$ cat src/rtl/mips_muldiv_if.sv
// mips_muldiv_if: operation, read-stall and HI/LO write-back signals of the multiply/divide unit
// master: issues operations (i_op_*), flushes (i_flush), reports MFHI/MFLO reads (i_hl_rd_req)
// slave:  returns o_op_ready/o_busy/o_stall, the HI/LO write port (o_wr_*) and o_div_by_zero
interface mips_muldiv_if;
  logic        i_op_valid;
  logic [2:0]  i_op_code;
  logic [31:0] i_op_a;
  logic [31:0] i_op_b;
  logic        i_flush;
  logic        i_hl_rd_req;
  logic        o_op_ready;
  logic        o_busy;
  logic        o_stall;
  logic [1:0]  o_wr_en;
  logic [31:0] o_wr_hdata;
  logic [31:0] o_wr_ldata;
  logic        o_div_by_zero;
  modport master (
    output i_op_valid, i_op_code, i_op_a, i_op_b, i_flush, i_hl_rd_req,
    input  o_op_ready, o_busy, o_stall, o_wr_en, o_wr_hdata, o_wr_ldata, o_div_by_zero
  );
  modport slave (
    input  i_op_valid, i_op_code, i_op_a, i_op_b, i_flush, i_hl_rd_req,
    output o_op_ready, o_busy, o_stall, o_wr_en, o_wr_hdata, o_wr_ldata, o_div_by_zero
  );
endinterface

$ cat src/rtl/mips_muldiv_ctrl.sv
// mips_muldiv_ctrl: iterative MIPS MULT/MULTU/DIV/DIVU/MTHI/MTLO unit, 32 radix-2 steps per mul/div
// clk, rst: clock and synchronous active-high reset
// bus (mips_muldiv_if.slave): operation request in, ready/busy/stall and HI/LO write port out
// MIPS_MULDIV_DIV_EN: when defined, DIV/DIVU are built in; otherwise they are treated as reserved
module mips_muldiv_ctrl (
  input  logic         clk,
  input  logic         rst,
  mips_muldiv_if.slave bus
);
  typedef enum logic [1:0] {S_IDLE, S_RUN, S_WRITE} state_t;
  state_t      r_state, w_next;
  logic [4:0]  r_cnt;
  logic [2:0]  r_op;
  logic [31:0] r_a, r_b, r_hi, r_lo;
  logic        r_negq;
  logic        w_acc, w_code_ok, w_sgn, w_a_neg, w_b_neg;
  logic [31:0] w_abs_a, w_abs_b;
  logic [32:0] w_sum;
  logic [63:0] w_prod;
`ifdef MIPS_MULDIV_DIV_EN
  logic        r_negr;
  logic [32:0] w_shl;
  logic        w_ge;
  assign w_code_ok = bus.i_op_code[2:1] != 2'b11;
  // restoring step: shift the next dividend bit into the partial remainder
  assign w_shl = {r_hi, r_lo[31]};
  assign w_ge  = w_shl >= {1'b0, r_b};
  always_ff @(posedge clk)
    if (rst) r_negr <= 1'b0;
    else if (w_acc) r_negr <= w_a_neg;
`else
  assign w_code_ok = ~bus.i_op_code[1];
`endif
  assign w_acc   = r_state == S_IDLE && bus.i_op_valid && !bus.i_flush && w_code_ok;
  assign w_sgn   = ~bus.i_op_code[2] & ~bus.i_op_code[0];
  assign w_a_neg = w_sgn & bus.i_op_a[31];
  assign w_b_neg = w_sgn & bus.i_op_b[31];
  assign w_abs_a = w_a_neg ? -bus.i_op_a : bus.i_op_a;
  assign w_abs_b = w_b_neg ? -bus.i_op_b : bus.i_op_b;
  // shift-add step: r_lo holds the remaining multiplier bits, the carry lands in w_sum[32]
  assign w_sum   = {1'b0, r_hi} + (r_lo[0] ? {1'b0, r_b} : 33'd0);
  assign w_prod  = r_negq ? -{r_hi, r_lo} : {r_hi, r_lo};
  always_ff @(posedge clk) r_state <= rst ? S_IDLE : w_next;
  always_comb begin
    w_next = r_state;
    case (r_state)
      S_IDLE:  w_next = w_acc ? (bus.i_op_code[2] ? S_WRITE : S_RUN) : S_IDLE;
      S_RUN:   w_next = bus.i_flush ? S_IDLE : (r_cnt == 5'd31 ? S_WRITE : S_RUN);
      default: w_next = S_IDLE;
    endcase
  end
  always_ff @(posedge clk)
    if (rst) begin
      r_cnt  <= '0;
      r_op   <= '0;
      r_a    <= '0;
      r_b    <= '0;
      r_hi   <= '0;
      r_lo   <= '0;
      r_negq <= 1'b0;
    end else if (w_acc) begin
      r_cnt  <= '0;
      r_op   <= bus.i_op_code;
      r_a    <= bus.i_op_a;
      r_b    <= w_abs_b;
      r_hi   <= '0;
      r_lo   <= w_abs_a;
      r_negq <= w_a_neg ^ w_b_neg;
    end else if (r_state == S_RUN) begin
      r_cnt <= r_cnt + 5'd1;
`ifdef MIPS_MULDIV_DIV_EN
      if (r_op[2:1] == 2'b01)
        {r_hi, r_lo} <= {w_ge ? w_shl[31:0] - r_b : w_shl[31:0], r_lo[30:0], w_ge};
      else
`endif
        {r_hi, r_lo} <= {w_sum, r_lo[31:1]};
    end
  always_comb begin
    bus.o_wr_en       = 2'b00;
    bus.o_wr_hdata    = '0;
    bus.o_wr_ldata    = '0;
    bus.o_div_by_zero = 1'b0;
    if (r_state == S_WRITE) begin
      if (r_op == 3'b100) begin
        bus.o_wr_en    = 2'b10;
        bus.o_wr_hdata = r_a;
      end else if (r_op == 3'b101) begin
        bus.o_wr_en    = 2'b01;
        bus.o_wr_ldata = r_a;
      end
`ifdef MIPS_MULDIV_DIV_EN
      else if (r_op[2:1] == 2'b01) begin
        bus.o_wr_en       = 2'b11;
        bus.o_div_by_zero = r_b == '0;
        bus.o_wr_hdata    = r_b == '0 ? r_a : (r_negr ? -r_hi : r_hi);
        bus.o_wr_ldata    = r_b == '0 ? '1 : (r_negq ? -r_lo : r_lo);
      end
`endif
      else begin
        bus.o_wr_en    = 2'b11;
        bus.o_wr_hdata = w_prod[63:32];
        bus.o_wr_ldata = w_prod[31:0];
      end
    end
  end
  assign bus.o_op_ready = r_state == S_IDLE;
  assign bus.o_busy     = r_state != S_IDLE;
  assign bus.o_stall    = bus.i_hl_rd_req && r_state != S_IDLE;
endmodule

$ cat src/flat_wrapper.sv
// flat-port wrapper written by rule: the top's interface ports become plain ports
module mips_muldiv_ctrl_flat 
  (clk, rst, bus_i_op_valid, bus_i_op_code, bus_i_op_a, bus_i_op_b, bus_i_flush, bus_i_hl_rd_req, bus_o_op_ready, bus_o_busy, bus_o_stall, bus_o_wr_en, bus_o_wr_hdata, bus_o_wr_ldata, bus_o_div_by_zero);
  mips_muldiv_if bus_i ();
  input  logic clk;
  input  logic rst;
  input wire logic [$bits(bus_i.i_op_valid)-1:0] bus_i_op_valid;
  input wire logic [$bits(bus_i.i_op_code)-1:0] bus_i_op_code;
  input wire logic [$bits(bus_i.i_op_a)-1:0] bus_i_op_a;
  input wire logic [$bits(bus_i.i_op_b)-1:0] bus_i_op_b;
  input wire logic [$bits(bus_i.i_flush)-1:0] bus_i_flush;
  input wire logic [$bits(bus_i.i_hl_rd_req)-1:0] bus_i_hl_rd_req;
  output wire logic [$bits(bus_i.o_op_ready)-1:0] bus_o_op_ready;
  output wire logic [$bits(bus_i.o_busy)-1:0] bus_o_busy;
  output wire logic [$bits(bus_i.o_stall)-1:0] bus_o_stall;
  output wire logic [$bits(bus_i.o_wr_en)-1:0] bus_o_wr_en;
  output wire logic [$bits(bus_i.o_wr_hdata)-1:0] bus_o_wr_hdata;
  output wire logic [$bits(bus_i.o_wr_ldata)-1:0] bus_o_wr_ldata;
  output wire logic [$bits(bus_i.o_div_by_zero)-1:0] bus_o_div_by_zero;
  assign bus_i.i_op_valid = bus_i_op_valid;
  assign bus_i.i_op_code = bus_i_op_code;
  assign bus_i.i_op_a = bus_i_op_a;
  assign bus_i.i_op_b = bus_i_op_b;
  assign bus_i.i_flush = bus_i_flush;
  assign bus_i.i_hl_rd_req = bus_i_hl_rd_req;
  assign bus_o_op_ready = bus_i.o_op_ready;
  assign bus_o_busy = bus_i.o_busy;
  assign bus_o_stall = bus_i.o_stall;
  assign bus_o_wr_en = bus_i.o_wr_en;
  assign bus_o_wr_hdata = bus_i.o_wr_hdata;
  assign bus_o_wr_ldata = bus_i.o_wr_ldata;
  assign bus_o_div_by_zero = bus_i.o_div_by_zero;
  mips_muldiv_ctrl u_core (.clk(clk), .rst(rst), .bus(bus_i));
endmodule
$ cat config.mk
export PLATFORM = sky130hd
export DESIGN_NAME = mips_muldiv_ctrl_flat
export DESIGN_NICKNAME = d
export VERILOG_FILES = /design/src/rtl/mips_muldiv_if.sv /design/src/rtl/mips_muldiv_ctrl.sv /design/src/flat_wrapper.sv
export SDC_FILE = /design/constraint.sdc
export NUM_CORES = 1
export LEC_CHECK = 0
export BUFFER_PORTS_ARGS = -buffer_cell sky130_fd_sc_hd__buf_2
export CORE_ASPECT_RATIO = 2
export CORE_MARGIN = 2
export CORE_UTILIZATION = 35
export CTS_CLUSTER_DIAMETER = 200
export CTS_CLUSTER_SIZE = 8
export DETAILED_ROUTE_END_ITERATION = 10
export PLACE_DENSITY = 0.49
export SLEW_MARGIN = 15
export SYNTH_ARGS = -nofsm -noshare
export SYNTH_HDL_FRONTEND = slang
export SYNTH_SLANG_ARGS = --single-unit
$ cat constraint.sdc
create_clock -name clk -period 4.5 [get_ports clk]
set_clock_uncertainty 0.1 [all_clocks]
set_input_delay 0.9 -clock clk [delete_from_list [all_inputs] [get_ports clk]]
set_output_delay 0.9 -clock clk [all_outputs]
set_load 0.005 [all_outputs]
==> results of run 1 <==
==> worst paths after layout <==
kind	depth (start not counted)	endpoint	start	slack [ns]
setup / recovery	7	bus_o_wr_ldata[31]	u_core.r_lo[10]	0.06
hold / removal	2	u_core.r_b[29]	u_core.r_b[29]	0.34
setup reg to reg	11	u_core.r_hi[21]	u_core.r_lo[0]	0.94
hold reg to reg	2	u_core.r_b[29]	u_core.r_b[29]	0.34
==> worst max-delay path, cell delays in order (launching register included) <==
cell and delay (ns):
sky130_fd_sc_hd__dfxtp_1 0.37, sky130_fd_sc_hd__or4_1 0.62, sky130_fd_sc_hd__or4_4 0.48, sky130_fd_sc_hd__or3_1 0.45, sky130_fd_sc_hd__o31ai_1 0.29, sky130_fd_sc_hd__xor2_1 0.10, sky130_fd_sc_hd__o21ai_0 0.46, sky130_fd_sc_hd__buf_2 0.21
==> flip-flops by register name, summed over array words and instances, names as in the netlist <==
name / count
u_core.r_op: 3
u_core.r_cnt: 5
u_core.r_hi: 32
u_core.r_state: 2
u_core.r_b: 32
u_core.r_lo: 32
u_core.r_a: 32
u_core.r_negq: 1
==> cells in the final DEF, fill, tap and decap left out, types with 15 or more instances in the layout <==
master / n
sky130_fd_sc_hd__nand2_1: 253
sky130_fd_sc_hd__buf_2: 140
sky130_fd_sc_hd__dfxtp_1: 137
sky130_fd_sc_hd__nor2_1: 129
sky130_fd_sc_hd__a21oi_1: 116
sky130_fd_sc_hd__o21ai_0: 102
sky130_fd_sc_hd__xor2_1: 101
sky130_fd_sc_hd__a211oi_1: 49
sky130_fd_sc_hd__xnor2_1: 38
sky130_fd_sc_hd__and2_1: 37
sky130_fd_sc_hd__ha_1: 37
sky130_fd_sc_hd__buf_4: 31
sky130_fd_sc_hd__o31ai_1: 27
sky130_fd_sc_hd__nor3_1: 27
sky130_fd_sc_hd__nand3_1: 25
sky130_fd_sc_hd__a311oi_1: 22
sky130_fd_sc_hd__o41ai_1: 18
sky130_fd_sc_hd__inv_1: 17
sky130_fd_sc_hd__clkbuf_16: 17
sky130_fd_sc_hd__or3_1: 16
sky130_fd_sc_hd__a21o_1: 15
==> stage by stage <==
step                TNS [ns]  hold WS [ns]  std cells  area [µm²]  utilization
global placement           0         0.327       1886       11500        0.391
global route        -0.00375         0.368       1920       12200        0.414
detailed placement         0         0.336       1886       11500        0.391
floorplan                  0         0.317       1444       10400            -
CTS                  -0.0361         0.347       1920       12100        0.413
finish                     0         0.342       1920       12200        0.414
==> cell usage after synthesis (all sizes together) (5+ instances only) <==
| cell type | count |
|---|---|
| xor2 | 101 |
| and3 | 8 |
| nand3b | 5 |
| nand2b | 13 |
| and2 | 37 |
| o21a | 7 |
| o31ai | 31 |
| dfxtp | 139 |
| inv | 17 |
| nand3 | 27 |
| or2 | 9 |
| nor2 | 129 |
| nor3 | 28 |
| a31oi | 8 |
| mux2i | 13 |
| a21o | 15 |
| a211oi | 49 |
| or4 | 18 |
| or3 | 17 |
| o21ai | 110 |
| clkbuf | 87 |
| a311oi | 22 |
| nor4 | 14 |
| ha | 37 |
| o21bai | 5 |
| nand4 | 11 |
| o211ai | 7 |
| nand2 | 253 |
| a21oi | 116 |
| o22ai | 11 |
| o41ai | 18 |
| nor2b | 9 |
| xnor2 | 38 |
==> final cells by class <==
class	instances	area, µm²
fill	3211	17200
multi-input combinational	1197	7320
sequential	139	2790
timing repair buffer	171	933
tap	364	455
clock buffer	19	453
clock inverter	13	173
inverter	17	63.8
==> power breakdown <==
part           switching [mW]  total [mW]  internal (mW)
logic                   0.274       0.433          0.158
registers              0.0445        1.32           1.27
clock network           0.585        1.53          0.949
==> what timing repair did <==
item	in CTS	in global routing
resized for setup	1	15
setup endpoints to repair	19	26
buffers inserted	2	0
endpoints found under the hold margin	0	0
pin swaps	1	3
==> kinds of logic after synthesis <==
group,synth area share
AO/OA/AOI/OAI,0.257
XOR/XNOR,0.117
adder cells (fa/ha/maj),0.0463
buffers and inverters,0.0392
flip-flops,0.267
multiplexers,0.0136
other,0.000360
AND/OR/NAND/NOR,0.260
==> routing by layer <==
metal,global-route usage,up-vias,share of wire
met3,0.0309,74,0.028
li1,-,5380,-
met2,0.478,237,0.56
met1,0.244,4970,0.37
met5,0,-,0
met4,0.113,0,0.042
==> impl_summary.log, run 1 <==
INFO  metric detailedRoute.firstPassIterationCount = 5
INFO  metric power_density = ~270 nW/µm²
INFO  metric initialDrtViolationCount = 631
INFO  metric starting_utilization_of_the_core_area = 0.355
INFO  metric route.detailed.vias_per_inst = 5.55
INFO  metric core-area = 29,400 µm²
INFO  metric avgSynthCellArea = 7.22 µm²
INFO  metric cts.htree.levels = 4
INFO  metric synth_seq_area_share = 0.267
INFO  metric hold_removal_path_class = reg2reg
INFO  metric status = finished, final reports clean
INFO  metric cts.sinks = 139
INFO  metric synth_largest_area_cell = sky130_fd_sc_hd__dfxtp_1
INFO  metric slew_of_the_pin_with_the_lowest_slew_margin = 0.938 ns
INFO  metric post-route-period-util = 0.986
INFO  metric crit_type = reg2out
INFO  metric horiz_die_dim = 126 µm
INFO  metric cp-start-kind = register
INFO  metric first_pass_grt_wire_length = 58,400 µm
INFO  metric layout_min_cycle_time = 4.44 ns
INFO  metric power.leakage = ~4.7 nW
INFO  metric endpoint_kind = primary output
INFO  metric drc_errors = 0
INFO  metric yosysWarningCount = 0
INFO  metric fin_ws = 0.0635 ns
INFO  metric io_pins = 142
INFO  metric synthesized_instance_count = around 1.4k
INFO  metric hold_viol_final = 0
INFO  metric rows = 89
INFO  metric ys_types = 62
INFO  metric detailroute.via_count = 10.7k
INFO  metric crit_fanout = 7
INFO  metric maxCapViolCount = 0
INFO  metric fp.dieH = between 200 and 250 µm
INFO  metric routed_wire_length_per_instance = just under 20 µm
INFO  metric drive_gt1_frac = 0.155
INFO  metric gr-total-overflow = 0
INFO  metric syn_nets = between 1.5k and 2k
INFO  metric first_global_vias = 10.5k
INFO  metric gp_routability_congestion = 0.941
INFO  metric timing.fmax = 0.225 GHz
INFO  metric antenna_cells = 0
INFO  metric root_buffer = sky130_fd_sc_hd__clkbuf_16
INFO  metric die_area = roughly 31,000 µm²
INFO  metric gr-usage-all-layers = 0.241
INFO  metric synth_async_sr_flop_share = 0
INFO  metric timing.final.max_slew_violations = 0
INFO  metric finalSetupViolCount = 0
INFO  metric io_buffers = 140
INFO  metric synth_area_leaders = sky130_fd_sc_hd__dfxtp_1 (27%), sky130_fd_sc_hd__nand2_1 (9.1%), sky130_fd_sc_hd__xor2_1 (8.5%)
INFO  metric synth_area = 10,400 µm²
INFO  metric total_power = 3.28 mW
INFO  metric area_delta_synth_final = 16.8%
INFO  metric largest_net_degree_at_the_start_of_global_routing = 71
INFO  metric route.final.wire_length = 38,000 µm
INFO  metric preCtsSetupSlack = approximately 0.32 ns
INFO  metric yosys.area.top_type_share = 0.267
INFO  metric cts_tree = built
INFO  metric clk_transition_reported_paths = 0.06 ns
INFO  metric grt_antenna_before_repair = 0
INFO  metric place_hpwl = 29,100 µm
INFO  metric cp_data_required_time = ~3.5 ns
INFO  metric finalNetCount = 1,653
INFO  metric drt.antenna.violating_nets = 0
INFO  metric critical_path_arrival = roughly 3.4 ns
INFO  metric clkLatencyLatePin = 0.45 ns
INFO  metric timing.max_slew.rel_slack = 0.374
INFO  metric tritoncts.num_buffers = 17
INFO  metric post_synth_top_flop = sky130_fd_sc_hd__dfxtp_1
INFO  metric ir_worst_vdd = approximately 0.00029 V
INFO  metric synth.ff_latch_count = 139
INFO  metric post_cts_hold_buffer_count = 0
INFO  metric synth_enable_flop_cells = 0
INFO  metric cts_buffer_depth = 2
Power figures use the tool's default switching activity.
==> run 2, diff against run 1 <==
--- a/config.mk
+++ b/config.mk
@@ -12,7 +12,7 @@
 export CTS_CLUSTER_DIAMETER = 200
 export CTS_CLUSTER_SIZE = 8
 export DETAILED_ROUTE_END_ITERATION = 10
-export PLACE_DENSITY = 0.49
+export PLACE_DENSITY = 0.61
 export SLEW_MARGIN = 15
 export SYNTH_ARGS = -nofsm -noshare
 export SYNTH_HDL_FRONTEND = slang
==> run 2 against run 1 <==
Register-to-register slack worse by 0.22 ns. Critical endpoint is now bus_o_wr_hdata[31]. Setup slack better by 0.054 ns. Hold slack better by 0.0046 ns. Critical path depth is 2 higher. Routed wire length is 3.0% lower. Largest power group unchanged. First-iteration DRC count grew 31%. Core utilization grew 0.25 points. Cell area is 0.61% higher. Combinational power is 1% higher. Non-clock buffer count grew 1. Die area is the same. Clock power hardly changed.
==> impl_summary.log, run 2 (synthesis gave the netlist of run 1 again) <==
INFO  metric status = finished, final reports clean
INFO  metric timing.fmax = 0.228 GHz
INFO  metric ir_worst_vdd = 0.000291 V
INFO  metric gr-total-overflow = 0
INFO  metric holdPathStages = 2
INFO  metric area_of_combinational_cells_with_multiple_inputs = 7390 µm²
INFO  metric dp_cells = 1,886
INFO  metric finalSetupViolCount = 0
INFO  metric power_density = 267 nW/µm²
INFO  metric cts.sinks = roughly 140
INFO  metric place_hpwl = between 20,000 and 30,000 µm
INFO  metric placement.cell_area = 11,500 µm²
INFO  metric gp_routability_congestion = around 0.9
INFO  metric cell_internal_pwr = 2.38 mW
INFO  metric fp.dieH = 248 µm
INFO  metric core-area = 29,400 µm²
INFO  metric drt.antenna.violating_nets = 0
INFO  metric initialDrtViolationCount = just over 800
INFO  metric hold_viol_final = 0
INFO  metric layout_min_cycle_time = 4.38 ns
INFO  metric crit_type = reg2out
INFO  metric cp_data_required_time = ~3.5 ns
INFO  metric tritoncts.num_buffers = 17
INFO  metric area_delta_synth_final = 17.5%
INFO  metric starting_utilization_of_the_core_area = 0.355
INFO  metric io_pins = 142
INFO  metric drc_errors = 0
INFO  metric timing.max_slew.rel_slack = 0.424
INFO  metric io_buffers = 140
INFO  metric layout.cells.most_common = sky130_fd_sc_hd__nand2_1
INFO  metric hold_removal_path_class = reg2reg
INFO  metric largest_net_degree_at_the_start_of_global_routing = 77
INFO  metric slew_of_the_pin_with_the_lowest_slew_margin = 0.864 ns
INFO  metric power.leakage = 4.75 nW
INFO  metric antenna_cells = 0
INFO  metric first_global_vias = 10.7k
INFO  metric routed_wire_length_per_instance = 19.2 µm
INFO  metric fin_setup_tns = 0 ns
INFO  metric cts.htree.levels = 4
INFO  metric critical_path_arrival = 3.38 ns
INFO  metric first_pass_grt_wire_length = 56,900 µm
INFO  metric clk_transition_reported_paths = roughly 0.06 ns
INFO  metric power_switching_share = 0.272
INFO  metric maxCapViolCount = 0
INFO  metric finalNetCount = 1,654
INFO  metric finalInstanceArea = 12,300 µm²
INFO  metric clkLatencyLatePin = 0.44 ns
INFO  metric cts_tree = built
INFO  metric cts_buffer_depth = 2
INFO  metric gr-usage-all-layers = 0.230
INFO  metric p_seq_frac = 0.402
INFO  metric route.detailed.vias_per_inst = 5.70
INFO  metric post-route-period-util = 0.974
INFO  metric fillCellCount = 3,098
INFO  metric endpoint_kind = primary output
INFO  metric timing.reg2reg.worst_path_depth = 10
INFO  metric timing.final.max_slew_violations = 0
INFO  metric die_area = 31,300 µm²
INFO  metric detailroute.via_count = 10.9k
INFO  metric cp-start-kind = register
INFO  metric net-switching-power = 0.888 mW
INFO  metric crit_fanout = 8
INFO  metric total_power = between 3 and 4 mW
INFO  metric horiz_die_dim = 126 µm
INFO  metric final.hold.worst_slack = 0.347 ns
INFO  metric final-seq-area = 2780 µm²
INFO  metric stdcell_count = ~1.9k
INFO  metric power.combinational.fraction = 0.134
INFO  metric rows = 89
INFO  metric mostFrequentLayoutCells = sky130_fd_sc_hd__nand2_1 (253), sky130_fd_sc_hd__buf_2 (140), sky130_fd_sc_hd__dfxtp_1 (138)
INFO  metric drive_gt1_frac = 0.159
INFO  metric detailedRoute.firstPassIterationCount = 8
INFO  metric grt_antenna_before_repair = 0
INFO  metric post_cts_hold_buffer_count = 0
INFO  metric route.final.wire_length = 36,900 µm
INFO  metric root_buffer = sky130_fd_sc_hd__clkbuf_16
INFO  metric rsz0062_at_grt = no
INFO  metric clock_power_share = 0.464
-- run 2: changes by cell type in the layout (fill, tap and decap cells not counted), moves of 3 or more --
cell                      change
sky130_fd_sc_hd__o41ai_1      -6
sky130_fd_sc_hd__o41ai_2      +6
sky130_fd_sc_hd__o21ai_0      -3
sky130_fd_sc_hd__o21ai_1      +3
sky130_fd_sc_hd__o31ai_1      -3
-- run 2: power by group through the flow --
| stage | sequential [mW] | combinational [mW] | clock [mW] |
|---|---|---|---|
| final | 1.31 | 0.439 | 1.52 |
| after global routing | 1.32 | 0.480 | 1.58 |
| after CTS | 1.31 | 0.424 | 1.54 |
| after global placement | 1.34 | 0.410 | 0 |
| after detailed placement | 1.34 | 0.414 | 0 |
| after floorplan | 1.33 | 0.262 | 0 |
-- run 2: final cells by class --
type,instances,share of cell area
multi-input cells,1197,0.603
clock inverters,12,0.0140
inverters,17,0.00521
well taps,364,0.0372
clock buffers,19,0.0370
repair buffers,172,0.0768
flip-flops and latches,139,0.227
-- run 2: worst paths after layout --
kind	from	endpoint	slack (ns)
worst max-delay path	u_core.r_lo[17]	bus_o_wr_hdata[31]	0.12
worst max register to register	u_core.r_lo[0]	u_core.r_hi[29]	0.72
worst min-delay path	u_core.r_b[26]	u_core.r_b[26]	0.35
worst min register to register	u_core.r_b[26]	u_core.r_b[26]	0.35
-- run 2: what timing repair did --
action                                  in CTS  in global routing
buffers inserted                             2                  1
resized for setup                            5                 22
endpoints found under the setup margin      13                 19
pin swaps                                    1                  2
-- run 2: metrics by stage --
| step | util | setup WS [ns] |
|---|---|---|
| floorplan | - | 0.966 |
| global placement | 0.391 | 0.321 |
| detailed placement | 0.391 | 0.313 |
| CTS | 0.413 | 0.00221 |
| global route | 0.417 | 0.0138 |
| finish | 0.417 | 0.118 |
-- run 2: routing by layer --
| metal | global-route usage | part of all wire | wire, µm | vias to the layer above |
|---|---|---|---|---|
| met5 | 0 | 0 | 0 | - |
| met4 | 0.144 | 0.063 | 2320 | 0 |
| met3 | 0.0346 | 0.037 | 1380 | 131 |
| met2 | 0.435 | 0.54 | 19700 | 367 |
| met1 | 0.234 | 0.36 | 13400 | 5065 |
| li1 | - | - | - | 5376 |
-- run 2: worst max-delay path, stage by stage, from the launching register on --
cell	delay [ns]
sky130_fd_sc_hd__dfxtp_1	0.36
sky130_fd_sc_hd__or4_1	0.61
sky130_fd_sc_hd__or4_4	0.48
sky130_fd_sc_hd__nor4_4	0.21
sky130_fd_sc_hd__buf_4	0.21
sky130_fd_sc_hd__nand3b_1	0.27
sky130_fd_sc_hd__o31ai_2	0.37
sky130_fd_sc_hd__xor2_1	0.11
sky130_fd_sc_hd__o21ai_0	0.18
sky130_fd_sc_hd__buf_2	0.14
